[config.mk]
export PLATFORM = sky130hd
export DESIGN_NAME = pdp1_rim_loader
export DESIGN_NICKNAME = d
export VERILOG_FILES = /design/src/rtl/pdp1_pkg.sv /design/src/rtl/pdp1_rim_word_assembler.sv /design/src/rtl/pdp1_rim_loader.sv
export SDC_FILE = /design/constraint.sdc
export NUM_CORES = 1
export LEC_CHECK = 0
export BUFFER_PORTS_ARGS = -buffer_cell sky130_fd_sc_hd__buf_2
export CAP_MARGIN = 20
export CORE_MARGIN = 2
export CORE_UTILIZATION = 60
export CTS_BUF_LIST = sky130_fd_sc_hd__clkbuf_4 sky130_fd_sc_hd__clkbuf_8
export DETAILED_ROUTE_END_ITERATION = 10
export GPL_ROUTABILITY_DRIVEN = 0
export MAX_ROUTING_LAYER = met4
export PLACE_DENSITY = 0.95
export SYNTH_ARGS = -nofsm -noshare
export SYNTH_HDL_FRONTEND = slang
export SYNTH_HIERARCHICAL = 1
export SYNTH_SLANG_ARGS = --single-unit
[constraint.sdc]
create_clock -name clock -period 5.5 [get_ports clock]
set_input_delay 1.1 -clock clock [delete_from_list [all_inputs] [get_ports clock]]
set_output_delay 1.1 -clock clock [all_outputs]
set_load 0.05 [all_outputs]
[src/rtl/pdp1_pkg.sv]
// Shared constants and types for the PDP-1 paper-tape RIM loader.
package pdp1_pkg;

    localparam int unsigned FRAME_W = 6;

    localparam logic [FRAME_W-1:0] OP_DIO = 6'o32;
    localparam logic [FRAME_W-1:0] OP_JMP = 6'o60;

    localparam logic [1:0] ERR_NONE    = 2'd0;
    localparam logic [1:0] ERR_OPCODE  = 2'd1;
    localparam logic [1:0] ERR_TIMEOUT = 2'd2;

    typedef enum logic [2:0] {
        ST_IDLE,
        ST_GET_CMD,
        ST_GET_DATA,
        ST_WRITE,
        ST_DONE,
        ST_ERROR
    } rim_state_e;

endpackage

[src/rtl/pdp1_rim_word_assembler.sv]
// Packs three 6-bit tape frames into one 18-bit word; blank (no data-hole) bytes are dropped.
module pdp1_rim_word_assembler
    import pdp1_pkg::*;
(
    input  logic                 clock,
    input  logic                 reset_n,
    input  logic                 clear,
    input  logic                 accept,
    input  logic                 data_hole,
    input  logic [FRAME_W-1:0]   frame,
    output logic [1:0]           frame_count,
    output logic                 word_valid_c,
    output logic [3*FRAME_W-1:0] word_next_c
);

    // Only the two older frames need storage; the third completes the word in flight.
    logic [2*FRAME_W-1:0] word_q;
    logic                 shift_c;

    assign shift_c      = accept && data_hole;
    assign word_next_c  = {word_q, frame};
    assign word_valid_c = shift_c && (frame_count == 2'd2);

    always_ff @(posedge clock or negedge reset_n) begin
        if (!reset_n) begin
            word_q      <= '0;
            frame_count <= 2'd0;
        end else if (clear) begin
            word_q      <= '0;
            frame_count <= 2'd0;
        end else if (shift_c) begin
            word_q      <= word_next_c[2*FRAME_W-1:0];
            frame_count <= (frame_count == 2'd2) ? 2'd0 : frame_count + 2'd1;
        end
    end

endmodule

[src/rtl/pdp1_rim_loader.sv]
// RIM paper-tape loader: decodes DIO address/data word pairs into port-B RAM writes, stops on JMP.
module pdp1_rim_loader
    import pdp1_pkg::*;
#(
    parameter int unsigned ADDR_W         = 12,
    parameter int unsigned WORD_W         = 18,
    parameter int unsigned TIMEOUT_CYCLES = 0
) (
    input  logic              clock,
    input  logic              reset_n,
    input  logic              start,
    input  logic [7:0]        tape_data,
    input  logic              tape_valid,
    output logic              tape_ready,
    output logic [ADDR_W-1:0] ram_address,
    output logic [WORD_W-1:0] ram_data,
    output logic              ram_wren,
    output logic              busy,
    output logic              done,
    output logic              error,
    output logic [1:0]        error_code,
    output logic [ADDR_W-1:0] start_address,
    output logic [ADDR_W:0]   words_loaded
);

    localparam int unsigned IDLE_W = 32;

    rim_state_e          state, state_next;
    logic                accept_c;
    logic                in_get_c;
    logic                timeout_c;
    logic [1:0]          frame_count;
    logic                word_valid_c;
    logic [3*FRAME_W-1:0] word_next_c;
    logic [IDLE_W-1:0]   idle_q;
    logic                latch_addr_c;
    logic                latch_data_c;
    logic                set_done_c;
    logic                set_err_c;
    logic [1:0]          err_code_c;
    logic                unused_tape_bit6;

    assign unused_tape_bit6 = tape_data[6];
    assign accept_c  = tape_valid && tape_ready;
    assign in_get_c  = (state == ST_GET_CMD) || (state == ST_GET_DATA);
    assign timeout_c = (TIMEOUT_CYCLES != 0) && in_get_c && (frame_count != 2'd0) &&
                       !accept_c && (idle_q == IDLE_W'(TIMEOUT_CYCLES - 1));

    pdp1_rim_word_assembler u_assembler (
        .clock        (clock),
        .reset_n      (reset_n),
        .clear        (start),
        .accept       (accept_c),
        .data_hole    (tape_data[7]),
        .frame        (tape_data[FRAME_W-1:0]),
        .frame_count  (frame_count),
        .word_valid_c (word_valid_c),
        .word_next_c  (word_next_c)
    );

    always_ff @(posedge clock or negedge reset_n) begin
        if (!reset_n) begin
            state <= ST_IDLE;
        end else begin
            state <= state_next;
        end
    end

    // Next state and one-cycle control strobes.
    always_comb begin
        state_next   = state;
        latch_addr_c = 1'b0;
        latch_data_c = 1'b0;
        set_done_c   = 1'b0;
        set_err_c    = 1'b0;
        err_code_c   = ERR_NONE;
        if (start) begin
            state_next = ST_GET_CMD;
        end else begin
            case (state)
                ST_GET_CMD: begin
                    if (timeout_c) begin
                        set_err_c  = 1'b1;
                        err_code_c = ERR_TIMEOUT;
                        state_next = ST_ERROR;
                    end else if (word_valid_c) begin
                        if (word_next_c[17:12] == OP_DIO) begin
                            latch_addr_c = 1'b1;
                            state_next   = ST_GET_DATA;
                        end else if (word_next_c[17:12] == OP_JMP) begin
                            set_done_c = 1'b1;
                            state_next = ST_DONE;
                        end else begin
                            set_err_c  = 1'b1;
                            err_code_c = ERR_OPCODE;
                            state_next = ST_ERROR;
                        end
                    end
                end
                ST_GET_DATA: begin
                    if (timeout_c) begin
                        set_err_c  = 1'b1;
                        err_code_c = ERR_TIMEOUT;
                        state_next = ST_ERROR;
                    end else if (word_valid_c) begin
                        latch_data_c = 1'b1;
                        state_next   = ST_WRITE;
                    end
                end
                ST_WRITE: state_next = ST_GET_CMD;
                default:  state_next = state;
            endcase
        end
    end

    // Registered outputs, derived from the next state so they line up with it.
    always_ff @(posedge clock or negedge reset_n) begin
        if (!reset_n) begin
            tape_ready    <= 1'b0;
            busy          <= 1'b0;
            ram_wren      <= 1'b0;
            ram_address   <= '0;
            ram_data      <= '0;
            done          <= 1'b0;
            error         <= 1'b0;
            error_code    <= ERR_NONE;
            start_address <= '0;
            words_loaded  <= '0;
            idle_q        <= '0;
        end else begin
            tape_ready <= (state_next == ST_GET_CMD) || (state_next == ST_GET_DATA);
            busy       <= (state_next == ST_GET_CMD) || (state_next == ST_GET_DATA) ||
                          (state_next == ST_WRITE);
            ram_wren   <= (state_next == ST_WRITE);
            if (latch_addr_c) begin
                ram_address <= ADDR_W'(word_next_c[11:0]);
            end
            if (latch_data_c) begin
                ram_data <= WORD_W'(word_next_c);
            end
            if (set_done_c) begin
                start_address <= ADDR_W'(word_next_c[11:0]);
            end
            if (start) begin
                done         <= 1'b0;
                error        <= 1'b0;
                error_code   <= ERR_NONE;
                words_loaded <= '0;
            end else begin
                if (set_done_c) begin
                    done <= 1'b1;
                end
                if (set_err_c) begin
                    error      <= 1'b1;
                    error_code <= err_code_c;
                end
                // Top bit set means the count has reached 2**ADDR_W and saturates.
                if ((state == ST_WRITE) && !words_loaded[ADDR_W]) begin
                    words_loaded <= words_loaded + 1'b1;
                end
            end
            if (start || accept_c || !in_get_c || (frame_count == 2'd0)) begin
                idle_q <= '0;
            end else begin
                idle_q <= idle_q + 1'b1;
            end
        end
    end

endmodule

Word level (Yosys, flattened, before mapping)
Cells that the tools add are included.
Word-level totals
  flip-flop bits (word level): 79
  bits of input ports: 12
  output and inout bits: 62
  logic and storage cells: 75
Cells by class
  add/subtract/negate cells: 2
  reductions and logical operators: 11
  equal/unequal tests: 9
  mux-type cells: 40
Operator list (number)
  $mux 1: 26
  $mux 13: 2
  $mux 12: 2
  $add 13x1->13 const B: 1
  $eq 3x2->1 const B: 4
  $mux 3: 4
  $mux 2: 5
  $pmux 3 s3: 1
  $reduce_bool 2->1: 4
  $eq 3x1->1 const B: 2
  $eq 6x5->1 const B: 1
  $eq 6x6->1 const B: 1
  $logic_and 1x1->1: 4
  $add 2x1->2 const B: 1
  $eq 2x2->1 const B: 1
  $logic_or 1x1->1: 2
  $logic_not 1->1: 1

Longest topological paths before layout
Gate-level depths: netlist of run 1.
  depth in word-level cells: 9
  depth in mapped cells: 10
  mapped depth without buffers: 7

Modules after synthesis
The synthesis of run 1 kept the hierarchy.
Modules (own cells, without submodules)
  pdp1_rim_loader: cells each 196, sequential area each 1601.5 um^2, instances 1, area each 2677.6 um^2
  pdp1_rim_word_assembler: cells each 70, sequential area each 350.3 um^2, instances 1, area each 783.3 um^2

Worst setup path before layout of run 1
No wires, ideal clock.
  kind: input -> register
  from: in tape_valid
  to: reg ram_data[10]
  arrival: 3041 ps
  path buffers: 3
  data required time: 5375 ps
  stages: 10
  slack: 2334 ps
  setup time: 125 ps
  path through: and2_1 buf_6 buf_8 and4b_1 nand2b_1 mux2_2 a211o_1 nand3_4 buf_8 mux2_4
Between the ends
  longest elaborated chain between the ends: 6
RTL lines
  start: declaration: RTL line pdp1_rim_loader.sv:13  | input logic tape_valid,
  $logic_and 1x1->1: RTL line pdp1_rim_loader.sv:44  | assign accept_c = tape_valid && tape_ready;
  $logic_and 1x1->1: RTL line pdp1_rim_word_assembler.sv:20  | assign shift_c = accept && data_hole;
  $logic_and 1x1->1: RTL line pdp1_rim_word_assembler.sv:22  | assign word_valid_c = shift_c && (frame_count == 2'd2);
  named net word_valid_c: RTL line pdp1_rim_loader.sv:33  | logic word_valid_c;
  $mux 1: RTL line pdp1_rim_loader.sv:105  | end else if (word_valid_c) begin
  $mux 1: RTL line pdp1_rim_loader.sv:80  | case (state)
  $mux 1: RTL line pdp1_rim_loader.sv:77  | if (start) begin
  end signal: assignment: RTL line pdp1_rim_loader.sv:139  | ram_data <= WORD_W'(word_next_c);
  end: declaration: RTL line pdp1_rim_loader.sv:16  | output logic [WORD_W-1:0] ram_data,
The timed path passes the listed nets, and every way through them passes these cells.
A chain may end at the register's enable or synchronous reset.

Worst setup path in the final report of run 1
  from: in tape_valid
  to: reg ram_address[7]
Between the ends
  longest elaborated chain between the ends: 6
RTL lines
  $logic_and 1x1->1: RTL line pdp1_rim_loader.sv:44
  named net accept_c: RTL line pdp1_rim_loader.sv:29  | logic accept_c;
  $logic_and 1x1->1: RTL line pdp1_rim_word_assembler.sv:20
  $logic_and 1x1->1: RTL line pdp1_rim_word_assembler.sv:22
  named net word_valid_c: RTL line pdp1_rim_loader.sv:33
  $mux 1: RTL line pdp1_rim_loader.sv:86  | end else if (word_valid_c) begin
  $mux 1: RTL line pdp1_rim_loader.sv:80
  $mux 1: RTL line pdp1_rim_loader.sv:77
  end signal: assignment: RTL line pdp1_rim_loader.sv:136  | ram_address <= ADDR_W'(word_next_c[11:0]);
  end: declaration: RTL line pdp1_rim_loader.sv:15  | output logic [ADDR_W-1:0] ram_address,
The timed path passes the listed nets, and every way through them passes these cells.

==> flow_summary.yaml, run 1 <==
logic_synthesis:
  synth_edf_count: 0
  ys_ff_latch: 78
  yosys-top-cells-count: "dfrtp_1, mux2_2, nor2_1"
  synth.most_common_cell: "dfrtp_1"
  synth_nets: 279
  async_reset_ff_share_pct: 100
  synthCells: 266
  synth_cell_types: 43
  netlist_top_cells_area: "dfrtp_1, mux2_2, mux2_4"
  synth.yosys.seq_area_share_pct: 56.4
  synth_top_area_share_pct: 56.4
  synth_warnings: 6
  yosysTopAreaCell: "dfrtp_1"
  netlist_area_mm2: 0.00346
  synthFlopType: "dfrtp_1"
  postSynthAreaPerCell_um2: 13.0
layout:
  postLayoutCoreUtil_pct: 72.7
  layout.nets: 343
  n_antenna_cell: 0
  syn_to_final_growth_pct: 16.4
  fin_area_mm2: 0.00403
  drive_gt1_share_pct: 46.6
sta:
  relSlewSlack_pct: 28.7
  fin_crit_ns: 3.24
  tightestPinTransition_ns: 1.06
  setup_slack_ns: 2.26
  setup_tns_ns: 0
  maxSlewViolCount: 0
  holdWs_ns: 0.505
  worst_clock_skew_ns: 0.00824
  fin_crit_sh_pct: 58.8
  max_freq_mhz: 309
  setup_violations: 0
  rsz0062_at_grt: "no"
  hold_viol: 0
worst_setup_path:
  startpoint_type: "input port"
  arrival_ns: 3.47
  reg2reg_to: "ram_address[7]"
  cp_max_fo: 29
  criticalPathCategory: "in -> reg"
  cp.required_ns: 5.74
  critPathCaptureType: "flop"
  reg2reg_depth: 6
  rrSetupSlack_ns: 2.75
  r2r-start: "tape_ready"
global_route:
  antenna_found_initial: 0
  overflow: 0
  grt_pass1_wl_mm: 11.2
  grt_pass1_vias: 2240
  grt_max_degree: 79
  track_usage_pct: 24.2
floorplanning:
  die-area_mm2: 0.00639
  start_util_pct: 62.5
  num_rows: 27
  die_w_um: 79.9
  ios: 74
  core_mm2: 0.00554
  die_h_um: 79.9
placed_design:
  dp_slack_ns: 1.86
  dpl.hpwl_mm: 4.47
  placed_area_mm2: 0.00377
  io_buffers: 71
clock_network:
  cts_hold_buffers: 0
  clk_latency_ns: 0.35
  post_cts_buffers: 0
  cts_tree: "done"
  cts_repair_resize_count: 0
  cts_max_level: 3
  path_clk_slew_ns: 0.08
  clkSinkCount: 78
  cts_buffers: 9
  cts_max_path_buffers: 2
  cts-root-buf: "clkbuf_8"
detailed_routing:
  drc: 0
  final_antenna_net_count: 0
  first_pass_iters: 4
  dr_total_vias: 2238
  routed_wl_mm: 6.76
  drt_iter0_markers: 139
  routedWlPerCell_um: 16.6
  vias_per_cell: 5.50
hold_path:
  hold_class: "reg -> reg"
  min_to: "start_address[2]"
  hp-start: "start_address[2]"
  whs_path_depth: 1
power_and_ir_drop:
  p_leak_nw: 2.10
  cellPowerDensity_mw_per_mm2: 284
  max-vdd-ir-drop_uv: 205
job:
  cap_viol_max_count: 0
outcome:
  status: "finished clean"
## registers in the layout, summed over array words and instances (netlist names)
register                 count
ram_address                 12
busy                         1
u_assembler/frame_count      2
error                        1
words_loaded                13
state                        3
ram_wren                     1
u_assembler/word_q          12
error_code                   1
tape_ready                   1
done                         1
start_address               12
ram_data                    18
## cell families after synthesis
family                   count (synthesis)  synth area share (%)
buffers and inverters                   26                  5.13
AO/OA/AOI/OAI                           40                  8.82
AND/OR/NAND/NOR                         65                  11.1
adder cells (fa/ha/maj)                  1                 0.361
other                                    1                 0.108
flip-flops                              78                  56.4
XOR/XNOR                                11                  2.78
multiplexers                            44                  15.3
## per-stage QoR
stage / total power, W / std cells
floorplan: 0.000618 / 266
detailed placement: 0.000633 / 390
CTS: 0.00115 / 406
global route: 0.00118 / 407
global placement: 0.000631 / 390
finish: 0.00114 / 407
## worst max-delay path, stage by stage
cell and delay (ns):
buf_2 0.07, and2_1 0.12, buf_4 0.29, and4b_1 0.28, and4bb_2 0.31, nor3b_2 0.87, mux2_2 0.43
## layout by cell type, fill, tap and decap left out, types with 8 or more instances in the layout
master	netlist	final
nand3_1	15	15
a21oi_1	14	14
clkbuf_8	0	9
xnor2_1	8	8
buf_2	4	70
mux2_2	34	34
dfrtp_1	78	78
a21bo_2	8	8
mux2_4	9	9
nor2_1	16	16
## worst max-delay path by stage
stage               start          endpoint  depth (start not counted)
3_3_place_gp   tape_valid  start_address[2]                          7
3_5_place_dp   tape_valid  start_address[4]                          7
5_1_grt        tape_valid    ram_address[6]                          7
4_1_cts        tape_valid  start_address[4]                          7
6_report       tape_valid    ram_address[7]                          7
2_1_floorplan  tape_valid      ram_data[10]                         10
## layout make-up
type | count | area [um^2]
clock buffer | 11 | 139
clock inverter | 5 | 108
fill | 386 | 1510
inverter | 6 | 22.5
multi-input combinational | 162 | 1340
sequential | 78 | 1950
tap | 72 | 90.1
timing repair buffer | 73 | 377
## report_power, final
group          switching [W]  internal [W]  leakage, nW
clock network       0.000208      0.000313        0.125
registers         0.00000431      0.000576         1.07
logic              0.0000303     0.0000104        0.904
## metal layers
layer | GRT usage [%] | part of all wire [%] | routed length [um] | up-vias
met5 | - | 0 | 0 | -
met3 | 4.30 | 3.8 | 258 | 13
li1 | - | - | - | 1053
met2 | 37.0 | 49 | 3320 | 58
met1 | 31.4 | 45 | 3020 | 1114
met4 | 12.2 | 2.5 | 169 | 0
(Power assumes the default switching activity.)
==> run 2: changes to the inputs <==
--- a/config.mk
+++ b/config.mk
@@ -8,12 +8,12 @@
 export BUFFER_PORTS_ARGS = -buffer_cell sky130_fd_sc_hd__buf_2
 export CAP_MARGIN = 20
 export CORE_MARGIN = 2
-export CORE_UTILIZATION = 60
+export CORE_UTILIZATION = 56
 export CTS_BUF_LIST = sky130_fd_sc_hd__clkbuf_4 sky130_fd_sc_hd__clkbuf_8
 export DETAILED_ROUTE_END_ITERATION = 10
 export GPL_ROUTABILITY_DRIVEN = 0
 export MAX_ROUTING_LAYER = met4
-export PLACE_DENSITY = 0.95
+export PLACE_DENSITY = 0.91
 export SYNTH_ARGS = -nofsm -noshare
 export SYNTH_HDL_FRONTEND = slang
 export SYNTH_HIERARCHICAL = 1
==> constraint.sdc (replaced) <==
create_clock -name clock -period 3.2 [get_ports clock]
set_input_delay 0.64 -clock clock [delete_from_list [all_inputs] [get_ports clock]]
set_output_delay 0.64 -clock clock [all_outputs]
set_load 0.05 [all_outputs]
==> run 2 against run 1 <==
  * Sequential power rose by 72%
  * Largest power group unchanged
  * Wire length decreased by 4.4%
  * Global-route usage fell by 3.2 points
  * Combinational power grew 71%
  * Core utilization is 5.5 points lower
  * Clock-buffer cell count rose by 1
  * Via count is 1.3% lower
  * Register-to-register slack got worse by 1.9 ns
==> flow_summary.yaml, run 2 (same netlist as run 1, synthesis figures left out) <==
sta:
  hold_viol: 0
  worst_clock_skew_ns: 0.00713
  setup_violations: 0
  rsz0062_at_grt: "no"
  fin_crit_ns: 2.38
  fin_crit_sh_pct: 74.3
  holdWs_ns: 0.449
  maxSlewViolCount: 0
  relSlewSlack_pct: 36.8
  max_freq_mhz: 421
  setup_tns_ns: 0
  tightestPinTransition_ns: 0.948
floorplanning:
  die-area_mm2: 0.00683
  ios: 74
  core_mm2: 0.00596
  die_h_um: 82.6
  start_util_pct: 58.1
  die_w_um: 82.6
  num_rows: 28
layout:
  multiInputGateArea_mm2: 0.00134
  regMostFlops: "ram_data"
  num-fill-cells: 456
  fin_area_mm2: 0.00400
  n_antenna_cell: 0
  ff_latch_area_mm2: 0.00195
  final_common_cell: "dfrtp_1"
  syn_to_final_growth_pct: 15.6
  postLayoutCoreUtil_pct: 67.2
  reg.largest.list: "ram_data (18), words_loaded (13)"
  largest_reg_flops: 18
  final_cells: 412
  layout_common_cells: "dfrtp_1, buf_2, mux2_2"
  layout.nets: 345
  drive_gt1_share_pct: 46.9
worst_setup_path:
  cp_max_fo: 19
  criticalPathCategory: "in -> reg"
  startpoint_type: "input port"
  critPathCaptureType: "flop"
  cp.required_ns: 3.42
  arrival_ns: 2.59
global_route:
  overflow: 0
  track_usage_pct: 21.0
  grt_max_degree: 79
  grt_pass1_wl_mm: 10.4
  antenna_found_initial: 0
  grt_pass1_vias: 2106
power_and_ir_drop:
  max-vdd-ir-drop_uv: 348
  seqPwrFrac_pct: 55.3
  p_comb_share_pct: 3.9
  switching_share_pct: 21.4
  switchingPower_w: 0.000387
  p_leak_nw: 2.09
  cellPowerDensity_mw_per_mm2: 451
  intPower_w: 0.00142
  clock_power_share_pct: 40.8
detailed_routing:
  drc: 0
  routedWlPerCell_um: 15.7
  vias_per_cell: 5.36
  dr_total_vias: 2208
  drt_iter0_markers: 111
  final_antenna_net_count: 0
  first_pass_iters: 4
  routed_wl_mm: 6.47
outcome:
  status: "finished clean"
clock_network:
  path_clk_slew_ns: 0.07
  cts_tree: "done"
  clkSinkCount: 78
  cts-root-buf: "clkbuf_8"
  post_cts_buffers: 0
  cts_repair_resize_count: 0
  clk_latency_ns: 0.33
  cts_max_level: 3
  cts_buffers: 9
  cts_hold_buffers: 0
  cts_max_path_buffers: 2
placed_design:
  place_inst: 396
  dpl.hpwl_mm: 4.25
  placed_area_mm2: 0.00380
  io_buffers: 71
hold_path:
  hold_class: "in -> async"
job:
  cap_viol_max_count: 0
-- run 2: cell types whose count changed in the layout (fill, tap and decap cells not counted), moves of 2 or more --
cell       before  now
clkinv_2        0    3
bufinv_16       3    1
buf_4           2    5
clkinv_4        2    0
clkbuf_8        9   11
-- run 2: final cells by class --
type                       instances  area share, %
tap                               75           2.35
timing repair buffer              75           9.69
sequential                        78           48.8
clock inverter                     4           1.13
multi-input combinational        162           33.5
clock buffer                      12           3.97
inverter                           6          0.563
-- run 2: power groups by stage --
stage	combinational, W	sequential [W]	clock (W)
3_5_place_dp	0.0000709	0.00102	0
3_3_place_gp	0.0000689	0.00102	0
2_1_floorplan	0.0000466	0.00102	0
4_1_cts	0.0000710	0.000998	0.000756
6_report	0.0000695	0.000998	0.000737
5_1_grt	0.0000788	0.000999	0.000795
-- run 2: per-layer routing --
| metal | up-vias | global-route usage, % | part of all wire (%) | routed length (um) |
|---|---|---|---|---|
| met5 | - | - | 0 | 0 |
| met4 | 0 | 6.39 | 1.2 | 75 |
| met3 | 6 | 5.22 | 4.7 | 302 |
| met2 | 60 | 31.0 | 48 | 3070 |
| met1 | 1092 | 29.2 | 47 | 3020 |
| li1 | 1050 | - | - | - |
-- run 2: worst max-delay path, stage by stage --
cell and delay, ns:
buf_2 0.09, and2_1 0.16, and4b_1 0.24, nand2b_1 0.09
mux2_2 0.33, a211o_1 0.35, nand3_4 0.32, mux2_2 0.38
-- run 2: path summary, 6_finish.rpt --
path,startpoint,to,slack [ns],depth (start not counted)
max in group asynchronous,reset_n,ram_wren,2.14,1
setup / recovery,tape_valid,ram_data[0],0.82,8
hold reg to reg,start_address[2],start_address[2],0.50,1
hold / removal,reset_n,ram_address[3],0.45,1
setup reg to reg,tape_ready,ram_data[0],0.86,7
min in group clock,start_address[2],start_address[2],0.50,1
-- run 2: metrics by stage --
stage               setup WS [ns]  total power (W)
finish                      0.823          0.00180
detailed placement          0.466          0.00109
CTS                         0.827          0.00182
floorplan                   0.494          0.00106
global placement            0.543          0.00109
global route                0.748          0.00187
==> run 3: changes to the inputs <==
==> constraint.sdc (replaced) <==
create_clock -name clock -period 2.2 [get_ports clock]
set_input_delay 0.44 -clock clock [delete_from_list [all_inputs] [get_ports clock]]
set_output_delay 0.44 -clock clock [all_outputs]
set_load 0.05 [all_outputs]
==> run 3 against run 2 <==
  * Die area did not move
  * Register-to-register slack got worse by 0.78 ns
  * Critical endpoint is now ram_data[2]
  * Critical path type is now reg -> reg
  * Non-clock buffer count rose by 10
==> flow_summary.yaml, run 3 (same netlist as run 1, synthesis figures left out) <==
outcome:
  status: "finished clean"
floorplanning:
  die_w_um: 82.6
  ios: 74
  die-area_mm2: 0.00683
  die_h_um: 82.6
  start_util_pct: 58.1
  num_rows: 28
  core_mm2: 0.00596
sta:
  setup_violations: 0
  maxSlewViolCount: 0
  worst_clock_skew_ns: 0.0100
  max_freq_mhz: 473
  setup_slack_ns: 0.0838
  rsz0062_at_grt: "no"
  fin_crit_sh_pct: 96.2
  setup_tns_ns: 0
  tightestPinTransition_ns: 0.509
  hold_viol: 0
  relSlewSlack_pct: 66.1
  fin_crit_ns: 2.12
  holdWs_ns: 0.0554
global_route:
  grt_pass1_wl_mm: 11.1
  use_met3_pct: 5.22
  grt_max_degree: 40
  use_met2_pct: 33.0
  grt_pass1_vias: 2246
  busiest_layer: "met2"
  met1_usage_pct: 30.8
  antenna_found_initial: 0
  overflow: 0
  track_usage_pct: 22.7
clock_network:
  cts_buffers: 9
  cts_max_level: 3
  clk_latency_ns: 0.35
  clkSinkCount: 78
  cts_tree: "done"
  path_clk_slew_ns: 0.08
  cts_max_path_buffers: 2
  cts-root-buf: "clkbuf_8"
  post_cts_buffers: 0
  cts_hold_buffers: 0
  cts_repair_resize_count: 0
worst_setup_path:
  startpoint_type: "flop"
  cp_cell_sequence: "and2_4 > and4b_1 > nand2b_1 > mux2_4 > a211o_1 > nand3_4 > buf_12 > mux2_2"
  slowest_stage: "dfrtp_2"
  crit_buf_inv: 1
  startpoint: "tape_ready"
  cp_max_fo: 9
  r2r-start: "tape_ready"
  arrival_ns: 2.36
  cp.required_ns: 2.44
  criticalPathCategory: "reg -> reg"
  crit_path_max_incr_delay_ns: 0.42
  crit_family: "multiplexers"
  critPathCaptureType: "flop"
layout:
  regMostFlops: "ram_data"
  reg.largest.list: "ram_data (18), words_loaded (13)"
  largest_reg_flops: 18
  postLayoutCoreUtil_pct: 70.5
  n_antenna_cell: 0
  final_common_cell: "dfrtp_1"
  layout_common_cells: "dfrtp_1, buf_2, mux2_2"
  layout.nets: 355
  final_cells: 422
  drive_gt1_share_pct: 49.3
  syn_to_final_growth_pct: 21.4
power_and_ir_drop:
  max-vdd-ir-drop_uv: 472
  p_leak_nw: 2.18
  cellPowerDensity_mw_per_mm2: 637
detailed_routing:
  drc: 0
  final_antenna_net_count: 0
  vias_per_cell: 5.47
  routedWlPerCell_um: 16.9
  dr_total_vias: 2308
  routed_wl_mm: 7.13
  drt_iter0_markers: 90
  first_pass_iters: 4
placed_design:
  dpl.hpwl_mm: 4.87
  place_inst: 406
  io_buffers: 71
  dp_slack_ns: -0.0328
job:
  cap_viol_max_count: 0
hold_path:
  hold_class: "in -> async"
-- run 3: path summary, 6_finish.rpt --
check / endpoint / slack [ns] / cells past startpoint
hold / removal: ram_data[12] / 0.06 / 1
setup reg to reg: ram_data[2] / 0.08 / 8
min in group clock: start_address[3] / 0.36 / 2
hold reg to reg: ram_address[4] / 0.51 / 1
setup / recovery: ram_data[2] / 0.08 / 8
max in group asynchronous: tape_ready / 1.59 / 2
-- run 3: stage by stage --
| step | instance area, um^2 | power (W) |
|---|---|---|
| global placement | 3980 | 0.00159 |
| CTS | 4190 | 0.00269 |
| detailed placement | 3980 | 0.00160 |
| finish | 4200 | 0.00268 |
| floorplan | 3540 | 0.00155 |
| global route | 4200 | 0.00277 |
-- run 3: final cells by class --
type / instances / area (um^2)
fillers: 414 / 1760
clock inverters: 5 / 56.3
flip-flops and latches: 78 / 1950
repair buffers: 85 / 513
clock buffers: 11 / 151
inverters: 6 / 22.5
multi-input cells: 162 / 1410
well taps: 75 / 93.8
-- run 3: power by group --
group	switching [W]	total (W)	leakage (nW)	internal, W
Sequential	0.0000110	0.00145	1.07	0.00144
Combinational	0.0000793	0.000114	1.01	0.0000345
Clock	0.000524	0.00111	0.106	0.000586
Total	0.000614	0.00268	2.18	0.00206
-- run 3: layer usage --
layer / wire length (um) / share of wire [%]
met4: 157 / 2.2
met5: 0 / 0
met3: 331 / 4.6
met2: 3430 / 48
met1: 3210 / 45
